$ cat src/rtl/alu_pipe.sv
// alu_pipe: handshaked ALU with a registered, back-pressurable result/flag/tag output.
// Define ALU_MUL_EN to build the iterative shift-add multiplier (opcode 1001).
module alu_pipe #(
   parameter int WIDTH = 32,
   parameter int TAG_W = 4
) (
   input  logic             clk,
   input  logic             rst,
   input  logic             in_valid,
   output logic             in_ready,
   input  logic [WIDTH-1:0] src1,
   input  logic [WIDTH-1:0] src2,
   input  logic [3:0]       ALU_control,
   input  logic [TAG_W-1:0] in_tag,
   output logic             out_valid,
   input  logic             out_ready,
   output logic [WIDTH-1:0] result,
   output logic             zero,
   output logic             cout,
   output logic             overflow,
   output logic             illegal,
   output logic [TAG_W-1:0] out_tag
);

   localparam int SHW = $clog2(WIDTH);

   localparam logic [3:0] OP_AND  = 4'b0000;
   localparam logic [3:0] OP_OR   = 4'b0001;
   localparam logic [3:0] OP_ADD  = 4'b0010;
   localparam logic [3:0] OP_XOR  = 4'b0011;
   localparam logic [3:0] OP_SLL  = 4'b0100;
   localparam logic [3:0] OP_SRL  = 4'b0101;
   localparam logic [3:0] OP_SUB  = 4'b0110;
   localparam logic [3:0] OP_SLT  = 4'b0111;
   localparam logic [3:0] OP_SLTU = 4'b1000;
   localparam logic [3:0] OP_NOR  = 4'b1100;
   localparam logic [3:0] OP_SRA  = 4'b1101;

   logic [WIDTH:0]   add_w, sub_w;
   logic [SHW-1:0]   shamt;
   logic [WIDTH-1:0] alu_res;
   logic             alu_c, alu_o, alu_ill;

   logic             out_valid_q, out_valid_d;
   logic [WIDTH-1:0] res_q, res_d;
   logic             zero_q, zero_d, cout_q, cout_d, ovf_q, ovf_d, ill_q, ill_d;
   logic [TAG_W-1:0] tag_q, tag_d;

   logic in_xfer, out_xfer, reg_free, is_mul;

   assign shamt = src2[SHW-1:0];

   always_comb begin
      add_w   = {1'b0, src1} + {1'b0, src2};
      sub_w   = {1'b0, src1} + {1'b0, ~src2} + {{WIDTH{1'b0}}, 1'b1};
      alu_res = '0;
      alu_c   = 1'b0;
      alu_o   = 1'b0;
      alu_ill = 1'b0;
      case (ALU_control)
         OP_AND:  alu_res = src1 & src2;
         OP_OR:   alu_res = src1 | src2;
         OP_XOR:  alu_res = src1 ^ src2;
         OP_NOR:  alu_res = ~(src1 | src2);
         OP_ADD: begin
            alu_res = add_w[WIDTH-1:0];
            alu_c   = add_w[WIDTH];
            alu_o   = (src1[WIDTH-1] == src2[WIDTH-1]) && (add_w[WIDTH-1] != src1[WIDTH-1]);
         end
         OP_SUB: begin
            alu_res = sub_w[WIDTH-1:0];
            alu_c   = sub_w[WIDTH];
            alu_o   = (src1[WIDTH-1] != src2[WIDTH-1]) && (sub_w[WIDTH-1] != src1[WIDTH-1]);
         end
         OP_SLT:  alu_res = {{(WIDTH-1){1'b0}}, ($signed(src1) < $signed(src2))};
         OP_SLTU: alu_res = {{(WIDTH-1){1'b0}}, (src1 < src2)};
         OP_SLL:  alu_res = src1 << shamt;
         OP_SRL:  alu_res = src1 >> shamt;
         OP_SRA:  alu_res = $signed(src1) >>> shamt;
         default: alu_ill = 1'b1;
      endcase
   end

   assign out_xfer = out_valid_q && out_ready;
   assign reg_free = !out_valid_q || out_ready;
   assign in_xfer  = in_valid && in_ready;

`ifdef ALU_MUL_EN
   localparam logic [3:0]   OP_MUL   = 4'b1001;
   localparam logic [SHW:0] CNT_LAST = (SHW+1)'(WIDTH - 1);
   localparam logic [SHW:0] CNT_SAT  = (SHW+1)'(WIDTH);
   localparam logic [SHW:0] CNT_ONE  = (SHW+1)'(1);

   typedef enum logic {IDLE, BUSY} state_t;
   state_t           state_q, state_d;
   logic [SHW:0]     cnt_q, cnt_d;
   logic [WIDTH-1:0] acc_q, acc_d, mcand_q, mcand_d, mplier_q, mplier_d, step_acc, mul_res;
   logic [TAG_W-1:0] mtag_q, mtag_d;
   logic             mul_load;

   assign is_mul   = (ALU_control == OP_MUL);
   assign in_ready = (state_q == IDLE) && reg_free;
   assign step_acc = acc_q + (mplier_q[0] ? mcand_q : '0);

   // cnt_q == CNT_SAT marks a finished product parked in acc_q awaiting a free output register.
   always_comb begin
      state_d  = state_q;
      cnt_d    = cnt_q;
      acc_d    = acc_q;
      mcand_d  = mcand_q;
      mplier_d = mplier_q;
      mtag_d   = mtag_q;
      mul_load = 1'b0;
      mul_res  = acc_q;
      case (state_q)
         IDLE: begin
            if (in_xfer && is_mul) begin
               state_d  = BUSY;
               cnt_d    = '0;
               acc_d    = '0;
               mcand_d  = src1;
               mplier_d = src2;
               mtag_d   = in_tag;
            end
         end
         BUSY: begin
            if (cnt_q == CNT_SAT) begin
               if (reg_free) begin
                  mul_load = 1'b1;
                  state_d  = IDLE;
               end
            end else begin
               acc_d    = step_acc;
               mcand_d  = mcand_q << 1;
               mplier_d = mplier_q >> 1;
               if (cnt_q == CNT_LAST) begin
                  if (reg_free) begin
                     mul_load = 1'b1;
                     mul_res  = step_acc;
                     state_d  = IDLE;
                  end else begin
                     cnt_d = CNT_SAT;
                  end
               end else begin
                  cnt_d = cnt_q + CNT_ONE;
               end
            end
         end
         default: state_d = IDLE;
      endcase
   end

   always_ff @(posedge clk) begin
      if (rst) begin
         state_q  <= IDLE;
         cnt_q    <= '0;
         acc_q    <= '0;
         mcand_q  <= '0;
         mplier_q <= '0;
         mtag_q   <= '0;
      end else begin
         state_q  <= state_d;
         cnt_q    <= cnt_d;
         acc_q    <= acc_d;
         mcand_q  <= mcand_d;
         mplier_q <= mplier_d;
         mtag_q   <= mtag_d;
      end
   end
`else
   assign is_mul   = 1'b0;
   assign in_ready = reg_free;
`endif

   always_comb begin
      out_valid_d = out_valid_q;
      res_d       = res_q;
      zero_d      = zero_q;
      cout_d      = cout_q;
      ovf_d       = ovf_q;
      ill_d       = ill_q;
      tag_d       = tag_q;
      if (out_xfer) out_valid_d = 1'b0;
      if (in_xfer && !is_mul) begin
         out_valid_d = 1'b1;
         res_d       = alu_res;
         zero_d      = !alu_ill && (alu_res == '0);
         cout_d      = alu_c;
         ovf_d       = alu_o;
         ill_d       = alu_ill;
         tag_d       = in_tag;
      end
`ifdef ALU_MUL_EN
      if (mul_load) begin
         out_valid_d = 1'b1;
         res_d       = mul_res;
         zero_d      = (mul_res == '0);
         cout_d      = 1'b0;
         ovf_d       = 1'b0;
         ill_d       = 1'b0;
         tag_d       = mtag_q;
      end
`endif
   end

   always_ff @(posedge clk) begin
      if (rst) begin
         out_valid_q <= 1'b0;
         res_q       <= '0;
         zero_q      <= 1'b0;
         cout_q      <= 1'b0;
         ovf_q       <= 1'b0;
         ill_q       <= 1'b0;
         tag_q       <= '0;
      end else begin
         out_valid_q <= out_valid_d;
         res_q       <= res_d;
         zero_q      <= zero_d;
         cout_q      <= cout_d;
         ovf_q       <= ovf_d;
         ill_q       <= ill_d;
         tag_q       <= tag_d;
      end
   end

   assign out_valid = out_valid_q;
   assign result    = res_q;
   assign zero      = zero_q;
   assign cout      = cout_q;
   assign overflow  = ovf_q;
   assign illegal   = ill_q;
   assign out_tag   = tag_q;

endmodule
$ cat config.mk
export PLATFORM = sky130hd
export DESIGN_NAME = alu_pipe
export DESIGN_NICKNAME = d
export VERILOG_FILES = /design/src/rtl/alu_pipe.sv
export SDC_FILE = /design/constraint.sdc
export NUM_CORES = 1
export LEC_CHECK = 0
export CORE_AREA = 2 2 124 247
export DETAILED_ROUTE_END_ITERATION = 6
export DIE_AREA = 0 0 126 249
export PLACE_DENSITY = 0.58
export SLEW_MARGIN = 20
export SYNTH_ARGS = -nofsm -noshare
export SYNTH_HDL_FRONTEND = slang
export SYNTH_SLANG_ARGS = --single-unit
$ cat constraint.sdc
create_clock -name clk -period 6.57 [get_ports clk]
set_input_delay 1.971 -clock clk [delete_from_list [all_inputs] [get_ports clk]]
set_output_delay 1.971 -clock clk [all_outputs]
set_load 0.02 [all_outputs]
==> impl_metrics.py <==
metrics = {
    "outcome": {
        "outcome": "finished, final reports clean",
    },
    "cts": {
        "path_clk_slew_ns": 0.06,
        "number_of_cts_inserted_buffers": 5,
        "clock_tree.buffer_depth": 2,
        "cts-htree-levels": 2,
        "cts.root.buffer_cell": "sky130_fd_sc_hd__clkbuf_16",
        "clkSinkCount": 41,
        "tritoncts": "yes",
        "clock_insertion_delay_worst_skew_ns": 0.30,
        "ctsHoldBuffers": 0,
    },
    "worst_setup_path": {
        "worstSetupPathType": "primary input to register",
        "ff2ff_path_depth": 12,
        "critical_path_buf_inv_count": 4,
        "crit_path_start_kind": "primary input",
        "timing.critical_path.to_type": "register",
        "worst_path_dominant_cell_family": "simple AND/OR/NAND/NOR gates",
        "cpMostUsedCell": "sky130_fd_sc_hd__inv_1",
        "max_stage_delay_ns": 0.88,
        "reg2reg_to": "zero$_SDFFE_PP0P_",
        "timing.critical_path.arrival_ns": 6.75,
        "setup.worst_path.start": "src1[12]",
        "critical_path.slowest_cell": "sky130_fd_sc_hd__nor3_1",
        "worst-path-stages": 15,
        "crit_chain": "clkdlybuf4s50_1 > inv_1 > ha_1 > inv_1 > a21oi_1 > o31ai_1 > nor3_1 > o21a_1 > o311ai_0 > mux2i_1 > a211oi_1 > buf_4 > nand4_1 > or4_1 > o41ai_2",
        "reg2reg_setup_slack_ns": 3.05,
        "timing.critical_path.fanout_max": 8,
        "r2r_start": "out_valid$_SDFFE_PP0P_",
        "critical_path_required_ns": 6.77,
    },
    "floorplan": {
        "design.portCount": 118,
        "placement_row_count": 89,
        "chipHeight_um": 249,
        "fp.dieW_um": 126,
        "core-area_mm2": 0.0294,
        "initial_utilization": 0.416,
        "fp.dieArea_mm2": 0.0314,
    },
    "min_path": {
        "path_class_of_the_lowest_slack_min_delay_path": "register to register",
        "hold_path.startpoint": "out_tag[3]$_SDFFE_PP0P_",
        "min_delay_path_depth": 2,
        "hold_path_end": "out_tag[3]$_SDFFE_PP0P_",
    },
    "synth": {
        "syn-instance-count": 1733,
        "yosysUniqueCellTypes": 100,
        "synth_simple_gate_area_frac": 0.229,
        "postSynth.asyncResetShare": 0,
        "post_synth_xor_area_fraction": 0.00716,
        "synth.top_cell.area_share": 0.104,
        "synth_enable_flop_cells": 0,
        "ys_seq_area_frac": 0.0671,
        "synth.ff_latch_count": 41,
        "synth_fp_nets": 1913,
        "synth_area_per_cell_um2": 7.06,
        "most_area_consuming_cells_after_synthesis": "sky130_fd_sc_hd__ha_1 10%, sky130_fd_sc_hd__mux4_2 7.5%, sky130_fd_sc_hd__dfxtp_1 6.7%",
        "syn_area_mm2": 0.0122,
        "adder_cell_share_of_the_synthesized_area": 0.108,
        "yosys_warnings": 0,
        "synth-compound-area-share": 0.340,
        "synth_mux_area_frac": 0.156,
        "synth_top_area_cell": "sky130_fd_sc_hd__ha_1",
        "yosys_most_used_dff": "sky130_fd_sc_hd__dfxtp_1",
        "combinational_family_with_the_most_area_after_synthesis": "compound AO/OA/AOI/OAI gates",
    },
    "route": {
        "detail_route.first_pass.iterations": 6,
        "num_vias": 16600,
        "detail_route.vias_per_cell": 7.17,
        "detailedRoute.firstIterationViolations": 1860,
        "wl_per_cell_um": 32.7,
        "drc": 0,
        "routed_wirelength_um": 75500,
        "postRouteAntennaNets": 0,
    },
    "timing": {
        "timing_max_transition_violations_final": 0,
        "max_freq_ghz": 0.153,
        "worst_slew_pin_slew_ns": 1.16,
        "max_slew_margin": 0.201,
        "final_number_of_hold_violating_endpoints": 0,
        "setup_total_neg_slack_ns": 0,
        "fin_crit_sh": 0.997,
        "timing.final.crit_period_ns": 6.55,
        "final-setup-viol-count": 0,
        "final.setup_skew_ns": 0.00541,
        "finalWorstSetupSlack_ns": 0.0225,
        "rsz0062_at_grt": "false",
    },
    "run": {
        "max_capacitance_violation_count": 0,
    },
    "global_routing": {
        "grt.total_usage": 0.465,
        "global_route_wire_length_before_repair_um": 109000,
        "pin_count_of_the_biggest_net_entering_global_routing": 75,
        "grt_overflow_total": 0,
        "antenna_found_initial": 1,
        "vias_in_the_first_global_route": 16400,
    },
    "cells_and_area": {
        "final_core_utilization": 0.517,
        "fraction_of_layout_instances_using_a_drive_strength_above_1": 0.182,
        "area_added_between_synthesis_and_finish_pct": 24.2,
        "design_area_mm2": 0.0152,
        "fin_nets": 2125,
    },
    "place": {
        "place_worst_setup_slack_ns": -0.119,
        "detailed_place_hpwl_um": 61700,
        "place_congestion": 1.15,
        "place_area_mm2": 0.0150,
        "placement.io_buffers": 117,
    },
    "power_and_ir_drop": {
        "power.leakage_nw": 6.35,
        "power_density_relative_to_cell_area_mw_per_mm2": 126,
        "ir_worst_vdd_uv": 144,
    },
}
worst reg2reg max path, stage by stage, from the launching register on:
cell	delay [ns]
sky130_fd_sc_hd__dfxtp_1	0.31
sky130_fd_sc_hd__nand2b_1	0.13
sky130_fd_sc_hd__nand2_1	0.16
sky130_fd_sc_hd__a221oi_1	0.29
sky130_fd_sc_hd__o211ai_1	0.19
sky130_fd_sc_hd__a311oi_1	0.21
sky130_fd_sc_hd__o21ai_0	0.12
sky130_fd_sc_hd__a211o_1	0.35
sky130_fd_sc_hd__a211oi_1	0.39
sky130_fd_sc_hd__buf_4	0.22
sky130_fd_sc_hd__nand4_1	0.22
sky130_fd_sc_hd__or4_1	0.56
sky130_fd_sc_hd__o41ai_2	0.28
timing repair:
action,4_1_cts,5_1_grt
endpoints found under the setup margin,0,1
resized for setup,0,3
setup buffers,0,0
sequential cells by signal (all words and copies together) (netlist names):
signal and cells:
result 32, out_tag 4, cout 1, illegal 1
out_valid 1, overflow 1, zero 1
metal layers:
layer | wire, um | share of wire | global-route usage
met1 | 24300 | 0.32 | 0.483
met2 | 35400 | 0.47 | 0.778
met3 | 6040 | 0.080 | 0.0677
met4 | 9750 | 0.13 | 0.457
met5 | 7 | 0.000093 | 0
power by group:
group          switching (mW)  internal [mW]
Sequential             0.0107          0.269
Clock                   0.101          0.176
Combinational           0.835          0.520
Total                   0.947          0.966
cell usage in the layout, fill, tap and decap left out, drive strengths merged, types with 46 or more instances in the layout:
cell type,count
a211oi,46
a21oi,129
buf,246
clkdlybuf4s50,113
ha,102
inv,98
mux2i,66
nand2,161
nor2,192
nor3,50
o21ai,93
Yosys cell counts, types with 16 or more instances:
library cell	count
sky130_fd_sc_hd__nor2_1	191
sky130_fd_sc_hd__nand2_1	161
sky130_fd_sc_hd__a21oi_1	129
sky130_fd_sc_hd__ha_1	102
sky130_fd_sc_hd__inv_1	95
sky130_fd_sc_hd__clkbuf_1	90
sky130_fd_sc_hd__o21ai_0	87
sky130_fd_sc_hd__mux2i_1	66
sky130_fd_sc_hd__nor3_1	49
sky130_fd_sc_hd__a211oi_1	46
sky130_fd_sc_hd__nand3_1	43
sky130_fd_sc_hd__dfxtp_1	41
sky130_fd_sc_hd__mux4_2	41
sky130_fd_sc_hd__buf_2	32
sky130_fd_sc_hd__o22ai_1	32
sky130_fd_sc_hd__a31oi_1	27
sky130_fd_sc_hd__a21o_1	26
sky130_fd_sc_hd__o211ai_1	26
sky130_fd_sc_hd__mux2_2	24
sky130_fd_sc_hd__a221oi_1	23
sky130_fd_sc_hd__nor2b_1	21
sky130_fd_sc_hd__nor4_1	21
sky130_fd_sc_hd__nand2b_1	17
sky130_fd_sc_hd__o31ai_1	17
sky130_fd_sc_hd__a22oi_1	16
final cells by class:
| type | instances | area [um2] |
|---|---|---|
| inverters | 100 | 375 |
| clock buffers | 5 | 125 |
| clock inverters | 2 | 35.0 |
| flip-flops and latches | 41 | 821 |
| multi-input cells | 1438 | 10300 |
| fillers | 2980 | 14200 |
| well taps | 364 | 455 |
| diodes | 2 | 5.00 |
| repair buffers | 359 | 3080 |
cell families after synthesis:
kind of cell | after synthesis
AOI/OAI and AO/OA | 598
and+or+nand+nor | 592
DFF | 41
xor gates and xnor gates | 10
adders and majority gates | 104
buffers and inverters | 254
muxes | 134
metrics by stage:
step	total power [mW]	hold slack, ns	instances
6_report	1.91	0.456	2311
5_1_grt	1.98	0.481	2310
4_1_cts	1.86	0.457	2309
3_5_place_dp	1.58	0.449	2302
3_3_place_gp	1.58	0.441	2302
2_1_floorplan	0.995	0.533	1733
worst max path at each step:
stage / endpoint
floorplan: zero$_SDFFE_PP0P_
global placement: zero$_SDFFE_PP0P_
detailed placement: zero$_SDFFE_PP0P_
CTS: zero$_SDFFE_PP0P_
global route: zero$_SDFFE_PP0P_
finish: zero$_SDFFE_PP0P_
Note: power is estimated with default switching activity, not from simulation.
